--- config.mk ---
export PLATFORM = sky130hd
export DESIGN_NAME = digit_entry_receiver
export DESIGN_NICKNAME = d
export VERILOG_FILES = /design/src/rtl/digit_entry_receiver.sv
export SDC_FILE = /design/constraint.sdc
export NUM_CORES = 1
export LEC_CHECK = 0
export CAP_MARGIN = 10
export CORE_ASPECT_RATIO = 1.25
export CORE_MARGIN = 4
export CORE_UTILIZATION = 47
export CTS_CLUSTER_SIZE = 28
export DETAILED_ROUTE_END_ITERATION = 7
export GPL_TIMING_DRIVEN = 0
export PLACE_DENSITY = 0.83
export SLEW_MARGIN = 5
export SYNTH_ARGS = -nofsm -noshare
export SYNTH_HDL_FRONTEND = slang
export SYNTH_SLANG_ARGS = --single-unit
--- constraint.sdc ---
create_clock -name clock -period 2.15 [get_ports clock]
set_clock_uncertainty 0.05 [all_clocks]
set_input_delay 0.215 -clock clock [delete_from_list [all_inputs] [get_ports clock]]
set_output_delay 0.215 -clock clock [all_outputs]
set_load 0.01 [all_outputs]
--- src/rtl/digit_entry_receiver.sv ---
// digit_entry_receiver: synchronizes keypad strobe/data, builds a 3-digit mm:ss entry
// and hands it to the timer with a load_req/load_ack handshake.
module digit_entry_receiver #(
  parameter int SYNC_STAGES = 2
) (
  input  logic       clock,
  input  logic       reset,
  input  logic       key_loadn,
  input  logic [3:0] key_data,
  input  logic       clear,
  input  logic       start_req,
  input  logic       mag_on,
  input  logic       load_ack,
  output logic [3:0] min_bcd,
  output logic [3:0] tens_bcd,
  output logic [3:0] ones_bcd,
  output logic [1:0] digit_count,
  output logic       entry_valid,
  output logic       load_req,
  output logic       key_err
);
  localparam logic [1:0] S_IDLE   = 2'd0;
  localparam logic [1:0] S_ENTRY  = 2'd1;
  localparam logic [1:0] S_LOAD   = 2'd2;
  localparam logic [1:0] S_LOCKED = 2'd3;
  localparam int CW = $clog2(SYNC_STAGES + 1);
  logic [SYNC_STAGES-1:0]      loadn_sync_q, loadn_sync_d;
  logic [SYNC_STAGES-1:0][3:0] data_sync_q, data_sync_d;
  logic [CW-1:0]               fill_q, fill_d;
  logic                        armed_q, armed_d;
  logic                        mag_prev_q, mag_prev_d;
  logic [1:0]                  state_q, state_d;
  logic [3:0]                  min_q, min_d, tens_q, tens_d, ones_q, ones_d;
  logic [1:0]                  count_q, count_d;
  logic                        key_err_q, key_err_d;
  logic                        loadn_last, fill_done, key_ev, digit_ok, mag_fall;
  logic [3:0]                  key_digit;
  assign loadn_last  = loadn_sync_q[SYNC_STAGES-1];
  assign key_digit   = data_sync_q[SYNC_STAGES-1];
  assign fill_done   = fill_q == CW'(SYNC_STAGES);
  // The chain resets to "high", so only a high seen after it has refilled arms the edge detector;
  // this keeps a strobe held low across reset from producing an event.
  assign key_ev      = armed_q & ~loadn_last;
  assign digit_ok    = key_digit <= 4'd9;
  assign mag_fall    = mag_prev_q & ~mag_on;
  assign entry_valid = (count_q != 2'd0) && (tens_q <= 4'd5);
  assign load_req    = state_q == S_LOAD;
  assign min_bcd     = min_q;
  assign tens_bcd    = tens_q;
  assign ones_bcd    = ones_q;
  assign digit_count = count_q;
  assign key_err     = key_err_q;
  always_comb begin
    loadn_sync_d = {loadn_sync_q[SYNC_STAGES-2:0], key_loadn};
    data_sync_d  = {data_sync_q[SYNC_STAGES-2:0], key_data};
    fill_d       = fill_done ? fill_q : fill_q + CW'(1);
    armed_d      = fill_done & loadn_last;
    mag_prev_d   = mag_on;
  end
  always_comb begin
    state_d   = state_q;
    min_d     = min_q;
    tens_d    = tens_q;
    ones_d    = ones_q;
    count_d   = count_q;
    key_err_d = 1'b0;
    if (clear) begin
      state_d = S_IDLE;
      min_d   = 4'd0;
      tens_d  = 4'd0;
      ones_d  = 4'd0;
      count_d = 2'd0;
    end else if (state_q == S_LOAD) begin
      state_d   = load_ack ? S_LOCKED : S_LOAD;
      key_err_d = key_ev;
    end else if (state_q == S_LOCKED) begin
      key_err_d = key_ev;
      if (mag_fall) begin
        state_d = S_IDLE;
        min_d   = 4'd0;
        tens_d  = 4'd0;
        ones_d  = 4'd0;
        count_d = 2'd0;
      end
    end else if (state_q == S_ENTRY && start_req && entry_valid) begin
      state_d   = S_LOAD;
      key_err_d = key_ev;
    end else if (key_ev) begin
      key_err_d = ~digit_ok;
      if (digit_ok) begin
        state_d = S_ENTRY;
        min_d   = tens_q;
        tens_d  = ones_q;
        ones_d  = key_digit;
        count_d = (count_q == 2'd3) ? 2'd3 : count_q + 2'd1;
      end
    end
  end
  always_ff @(posedge clock or posedge reset) begin
    if (reset) begin
      loadn_sync_q <= '1;
      data_sync_q  <= '0;
      fill_q       <= '0;
      armed_q      <= 1'b0;
      mag_prev_q   <= 1'b0;
      state_q      <= S_IDLE;
      min_q        <= 4'd0;
      tens_q       <= 4'd0;
      ones_q       <= 4'd0;
      count_q      <= 2'd0;
      key_err_q    <= 1'b0;
    end else begin
      loadn_sync_q <= loadn_sync_d;
      data_sync_q  <= data_sync_d;
      fill_q       <= fill_d;
      armed_q      <= armed_d;
      mag_prev_q   <= mag_prev_d;
      state_q      <= state_d;
      min_q        <= min_d;
      tens_q       <= tens_d;
      ones_q       <= ones_d;
      count_q      <= count_d;
      key_err_q    <= key_err_d;
    end
  end
endmodule
Word level (Yosys, flattened, before mapping)
Index checks and enable logic that the tools add are counted.
{ "totals": {"reg_bits": 31, "latch_bits": 0, "mem_bits_rw": 0, "mem_bits_ro": 0, "input_bits": 11, "output_inout_bits": 17, "wordCells": 80, "mem_count": 0} }
{ "classes": {"add_sub_neg": 2, "mul": 0, "div_mod_pow": 0, "n_lt_le_gt_ge": 2, "eq_ne": 9, "shift": 0, "muxes": 39, "bitwise": 6, "reduce_logical": 10} }
{ "ops": {"columns": ["operator", "n"], "rows": [
  ["two-way mux 4 bit", 19],
  ["two-way mux 2 bit", 14],
  ["nonzero test 5 bit", 2],
  ["== test 2 bit, second input constant", 4],
  ["two-way mux 1 bit", 6],
  ["!= test 3 bit, second input constant", 2],
  ["nonzero test 3 bit", 2],
  ["AND reduction 5 bit", 1],
  ["adder 2 x 1 -> 2 bit, second input constant", 2],
  ["<= comparator 4 x 3 -> 1 bit, second input constant", 1],
  ["<= comparator 4 bit, second input constant", 1],
  ["!= test 4 bit, second input constant", 1],
  ["AND 1 bit", 3],
  ["logical AND 1 bit", 3],
  ["inverter 1 bit", 3],
  ["AND reduction 3 bit", 1],
  ["== test 2 x 1 -> 1 bit, second input constant", 1],
  ["!= test 2 bit, second input constant", 1],
  ["nonzero test 2 bit", 1]
]} }

Longest topological paths before layout
{ "depth": {"ltp_word": 8, "depth_mapped": 6, "depth_no_buf": 4} }

Worst setup path before layout
No wires, ideal clock.
{ "synth_timing": {"path_type": "register to register", "startpoint": "register tens_q[1] (netlist: tens_bcd[1])", "endpoint": "register tens_q[3] (netlist: tens_bcd[3])", "setup_ns": 0.121, "t_arrival_ns": 1.443, "t_required_ns": 1.979, "setup_slack_ns": 0.536, "path_stages_with_launch": 7, "path_buffers": 2, "period_less_slack_ns": 1.614, "path_cell_list": "dfrtp_1 > o2bb2ai_1 > o31a_1 > and3_1 > buf_2 > buf_6 > a22o_1"} }
{ "synth_via": {"elab_chain_cells": 5} }
{ "synth_rtl": {"columns": ["item", "line", "text"], "rows": [
  ["start, declared", "33", "logic [3:0] min_q, min_d, tens_q, tens_d, ones_q, ones_d;"],
  ["start signal, assigned", "120", "tens_q <= tens_d;"],
  ["<= comparator 4 x 3 -> 1 bit", "46", "assign entry_valid = (count_q != 2'd0) && (tens_q <= 4'd5);"],
  ["logical AND 1 bit", "46", null],
  ["logical AND 1 bit", "85", "end else if (state_q == S_ENTRY && start_req && entry_valid) begin"],
  ["!= test 3 bit (no source line)", null, null],
  ["AND reduction 5 bit (no source line)", null, null]
]} }
No other way between the ends.
A chain may end at the register's enable or synchronous reset.

Worst setup path in the final report
{ "layout_timing": {"startpoint": "register tens_q[1] (netlist: tens_bcd[1])", "endpoint": "output port entry_valid"} }
{ "layout_via": {"elab_chain_cells": 2} }
{ "layout_rtl": {"columns": ["item", "line", "text"], "rows": [
  ["<= comparator 4 x 3 -> 1 bit", "46", null],
  ["logical AND 1 bit", "46", null],
  ["end, declared", "18", "output logic entry_valid,"]
]} }
No other way between the ends.

==> load_flow_metrics.sql <==
INSERT INTO impl_metrics (metric_group, metric, value, unit) VALUES
('run_status', 'run_status', 'completed', ''),
('clock_network', 'postCtsResizedCells', '0', ''),
('grt', 'largest_net_degree_at_the_start_of_global_routing', '32', ''),
('place', 'gp_congestion', '0.711', ''),
('synthesis', 'async_flop_share', '100', '%'),
('clock_network', 'cts_hold_repair.buffers', '0', ''),
('synthesis', 'number_of_enable_flip_flop_cells_after_synthesis', '0', ''),
('hold_path', 'holdCritPathClass', 'input port to async pin', ''),
('grt', 'first_global_vias', '777', ''),
('grt', 'grt_pass1_wl', '3510', 'um'),
('critical_path', 'critPathMaxFanout', '4', ''),
('finish', 'post_synthesis_to_final_layout_area_growth', '37.9', '%'),
('synthesis', 'postSynth.topFlopCell', 'sky130_fd_sc_hd__dfrtp_1', ''),
('clock_network', 'cts_max_path_buffers', '2', ''),
('timing', 'finalCriticalPeriod', '1870', 'ps'),
('route', 'detailedRoute.firstIterationViolations', '12', ''),
('grt', 'initial_antenna_violation_count', '0', ''),
('timing', 'timing.final.setup_violations', '0', ''),
('route', 'wl_per_cell', '13.8', 'um'),
('synthesis', 'synthesis.area', '1110', 'um2'),
('power_and_ir_drop', 'post-layout-total-power', '1.17', 'mW'),
('finish', 'final.fill_count', '190', ''),
('finish', 'final_core_utilization', '68.8', '%'),
('synthesis', 'count_of_cell_types_in_the_netlist', '26', ''),
('route', 'total_routed_length', '2030', 'um'),
('route', 'drt-vias-per-instance', '5.29', ''),
('finish', 'num-nets-final', '127', ''),
('route', 'final_antenna_net_count', '0', ''),
('floorplan', 'num_rows', '19', ''),
('timing', 'maximum_achievable_frequency', '536', 'MHz'),
('clock_network', 'cts_inserted_buffers', '5', ''),
('finish', 'antennaDiodeCount', '0', ''),
('timing', 'worst_pin_slew', '480', 'ps'),
('finish', 'stdcell_area', '1540', 'um2'),
('synthesis', 'yosys-mux-area-fraction', '0.898', '%'),
('floorplan', 'die-width', '51.6', 'um'),
('synthesis', 'synth_simple_gate_area_share', '7.41', '%'),
('synthesis', 'postSynthRegisterBits', '31', ''),
('synthesis', 'syn_area_per_cell', '13.9', 'um2'),
('clock_network', 'clock_insertion_delay_worst_skew', '330', 'ps'),
('synthesis', 'synth.yosys.seq_area_share', '69.8', '%'),
('clock_network', 'cts_tree', 'done', ''),
('critical_path', 'timing.critical_path.to_type', 'output pin', ''),
('clock_network', 'clock_sink_count', '31', ''),
('critical_path', 'cp-start-kind', 'register', ''),
('timing', 'setup-tns-final', '0', 'ps'),
('timing', 'finalHoldViolations', '0', ''),
('timing', 'period_share', '86.8', '%'),
('finish', 'multi_input_comb_area', '297', 'um2'),
('timing', 'rsz0062_at_grt', 'no', ''),
('timing', 'timing_max_transition_violations_final', '0', ''),
('power_and_ir_drop', 'power_density', '758', 'nW/um2'),
('floorplan', 'floorplan.die.height', '62.5', 'um'),
('critical_path', 'critical_path_class', 'register to output pin', ''),
('clock_network', 'postCtsSetupBuffers', '0', ''),
('synthesis', 'synthesized_net_count', '92', ''),
('clock_network', 'worst_setup_hold_path_clk_slew', '90', 'ps'),
('run', 'cap_viol_max_count', '0', ''),
('floorplan', 'top_level_ports', '28', ''),
('synthesis', 'fraction_of_the_mapped_netlist_area_in_compound_gates', '16.4', '%'),
('route', 'drt_pre_antenna_iters', '4', ''),
('route', 'drcViolationCount', '0', ''),
('place', 'dp_hpwl', '1380', 'um'),
('route', 'num_vias', '777', ''),
('grt', 'globalRoute.totalOverflow', '0', ''),
('floorplan', 'floorplan.initialDensity', '49.9', '%'),
('synthesis', 'syn-instance-count', '80', ''),
('finish', 'layout-drive-gt1-share', '12.1', '%'),
('power_and_ir_drop', 'max-vdd-ir-drop', '0.718', 'mV'),
('grt', 'grtUsageTotal', '15.3', '%'),
('synthesis', 'synth_top_family_by_area', 'compound AO/OA/AOI/OAI gates', ''),
('floorplan', 'die_area', '3220', 'um2'),
('clock_network', 'root_buffer', 'sky130_fd_sc_hd__clkbuf_4', ''),
('finish', 'regArea', '778', 'um2'),
('critical_path', 'worstPathArrival', '1600', 'ps'),
('critical_path', 'required', '1880', 'ps'),
('timing', 'hold_slack', '141', 'ps'),
('clock_network', 'cts_max_level', '2', ''),
('synthesis', 'warning_count_from_the_yosys_run', '0', ''),
('timing', 'relSlewSlack', '67.9', '%'),
('floorplan', 'floorplan.core_area', '2230', 'um2'),
('place', 'io_buffer_count', '27', ''),
('synthesis', 'synth_xor_xnor_area_share', '0.786', '%'),
('place', 'post_dp_cell_area', '1420', 'um2'),
('synthesis', 'adder_cell_area_share_of_the_yosys_netlist', '1.12', '%'),
('power_and_ir_drop', 'power_leakage', '0.706', 'nW');
## metal layers
layer  part of all wire, %  track usage [%]
met5                     0                0
met4                   3.1             10.8
met3                   7.6             6.44
met2                    49             22.8
met1                    40             17.1
## flip-flops by register name, indices dropped and copies added, names as in the netlist
name / cells
key_digit: 4
digit_count: 2
fill_q: 2
loadn_sync_q: 2
mag_prev_q: 1
data_sync_d: 4
tens_bcd: 4
key_err: 1
armed_q: 1
state_q: 2
ones_bcd: 4
min_bcd: 4
## worst paths after layout
path,start,endpoint,slack [ps],cells past startpoint
setup reg to reg,state_q[0],ones_bcd[1],400,5
hold reg to reg,data_sync_d[6],key_digit[2],300,0
min in group clock,key_loadn,loadn_sync_q[0],230,1
setup / recovery,tens_bcd[1],entry_valid,280,3
max in group asynchronous,reset,loadn_sync_q[0],1370,3
hold / removal,reset,ones_bcd[0],140,2
## kinds of logic after synthesis
kind of cell             after synthesis
XOR/XNOR                               1
flip-flops                            31
AND/OR/NAND/NOR                       16
multiplexers                           1
AO/OA/AOI/OAI                         22
buffers and inverters                  8
adder cells (fa/ha/maj)                1
## placed cells by master (no fill, tap or decap), types with 2 or more instances in the layout
| cell type | count |
|---|---|
| sky130_fd_sc_hd__a22o_1 | 14 |
| sky130_fd_sc_hd__clkbuf_4 | 5 |
| sky130_fd_sc_hd__dfrtp_1 | 29 |
| sky130_fd_sc_hd__nor2_1 | 6 |
| sky130_fd_sc_hd__clkdlybuf4s50_1 | 27 |
| sky130_fd_sc_hd__nor3_1 | 2 |
| sky130_fd_sc_hd__dfstp_2 | 2 |
| sky130_fd_sc_hd__inv_1 | 5 |
| sky130_fd_sc_hd__buf_2 | 2 |
| sky130_fd_sc_hd__nand2b_1 | 2 |
## synthesized netlist by cell type (all sizes together), types with 2 or more instances
master,count,area share (%)
a21boi,2,1.3
a22o,14,11
buf,3,1.9
dfrtp,29,65
dfstp,2,4.7
inv,5,1.7
nand2b,2,1.1
nor2,6,2.0
nor3,2,0.90
## through the flow
stage	worst slack, ps	cells
2_1_floorplan	536	80
3_3_place_gp	194	138
3_5_place_dp	175	138
4_1_cts	262	146
5_1_grt	179	147
6_report	284	147
## worst max-delay path, stage by stage, from the launching register on
cell	delay, ps
sky130_fd_sc_hd__dfrtp_1	430
sky130_fd_sc_hd__o2bb2ai_1	160
sky130_fd_sc_hd__nor2_1	130
sky130_fd_sc_hd__clkdlybuf4s50_1	550
## final cells by class
class | instances | area share [%]
inverter | 5 | 1.22
timing repair buffer | 28 | 19.4
clock buffer | 6 | 3.34
buffer | 3 | 1.38
sequential | 31 | 50.6
tap | 31 | 2.52
clock inverter | 2 | 2.28
multi-input combinational | 41 | 19.3
## power breakdown
part | switching [mW] | internal, mW | total (mW)
logic | 0.0380 | 0.0467 | 0.0847
registers | 0.0106 | 0.602 | 0.613
clock network | 0.193 | 0.275 | 0.468
total | 0.242 | 0.923 | 1.17
No activity file was read; power rests on OpenSTA's default activity.
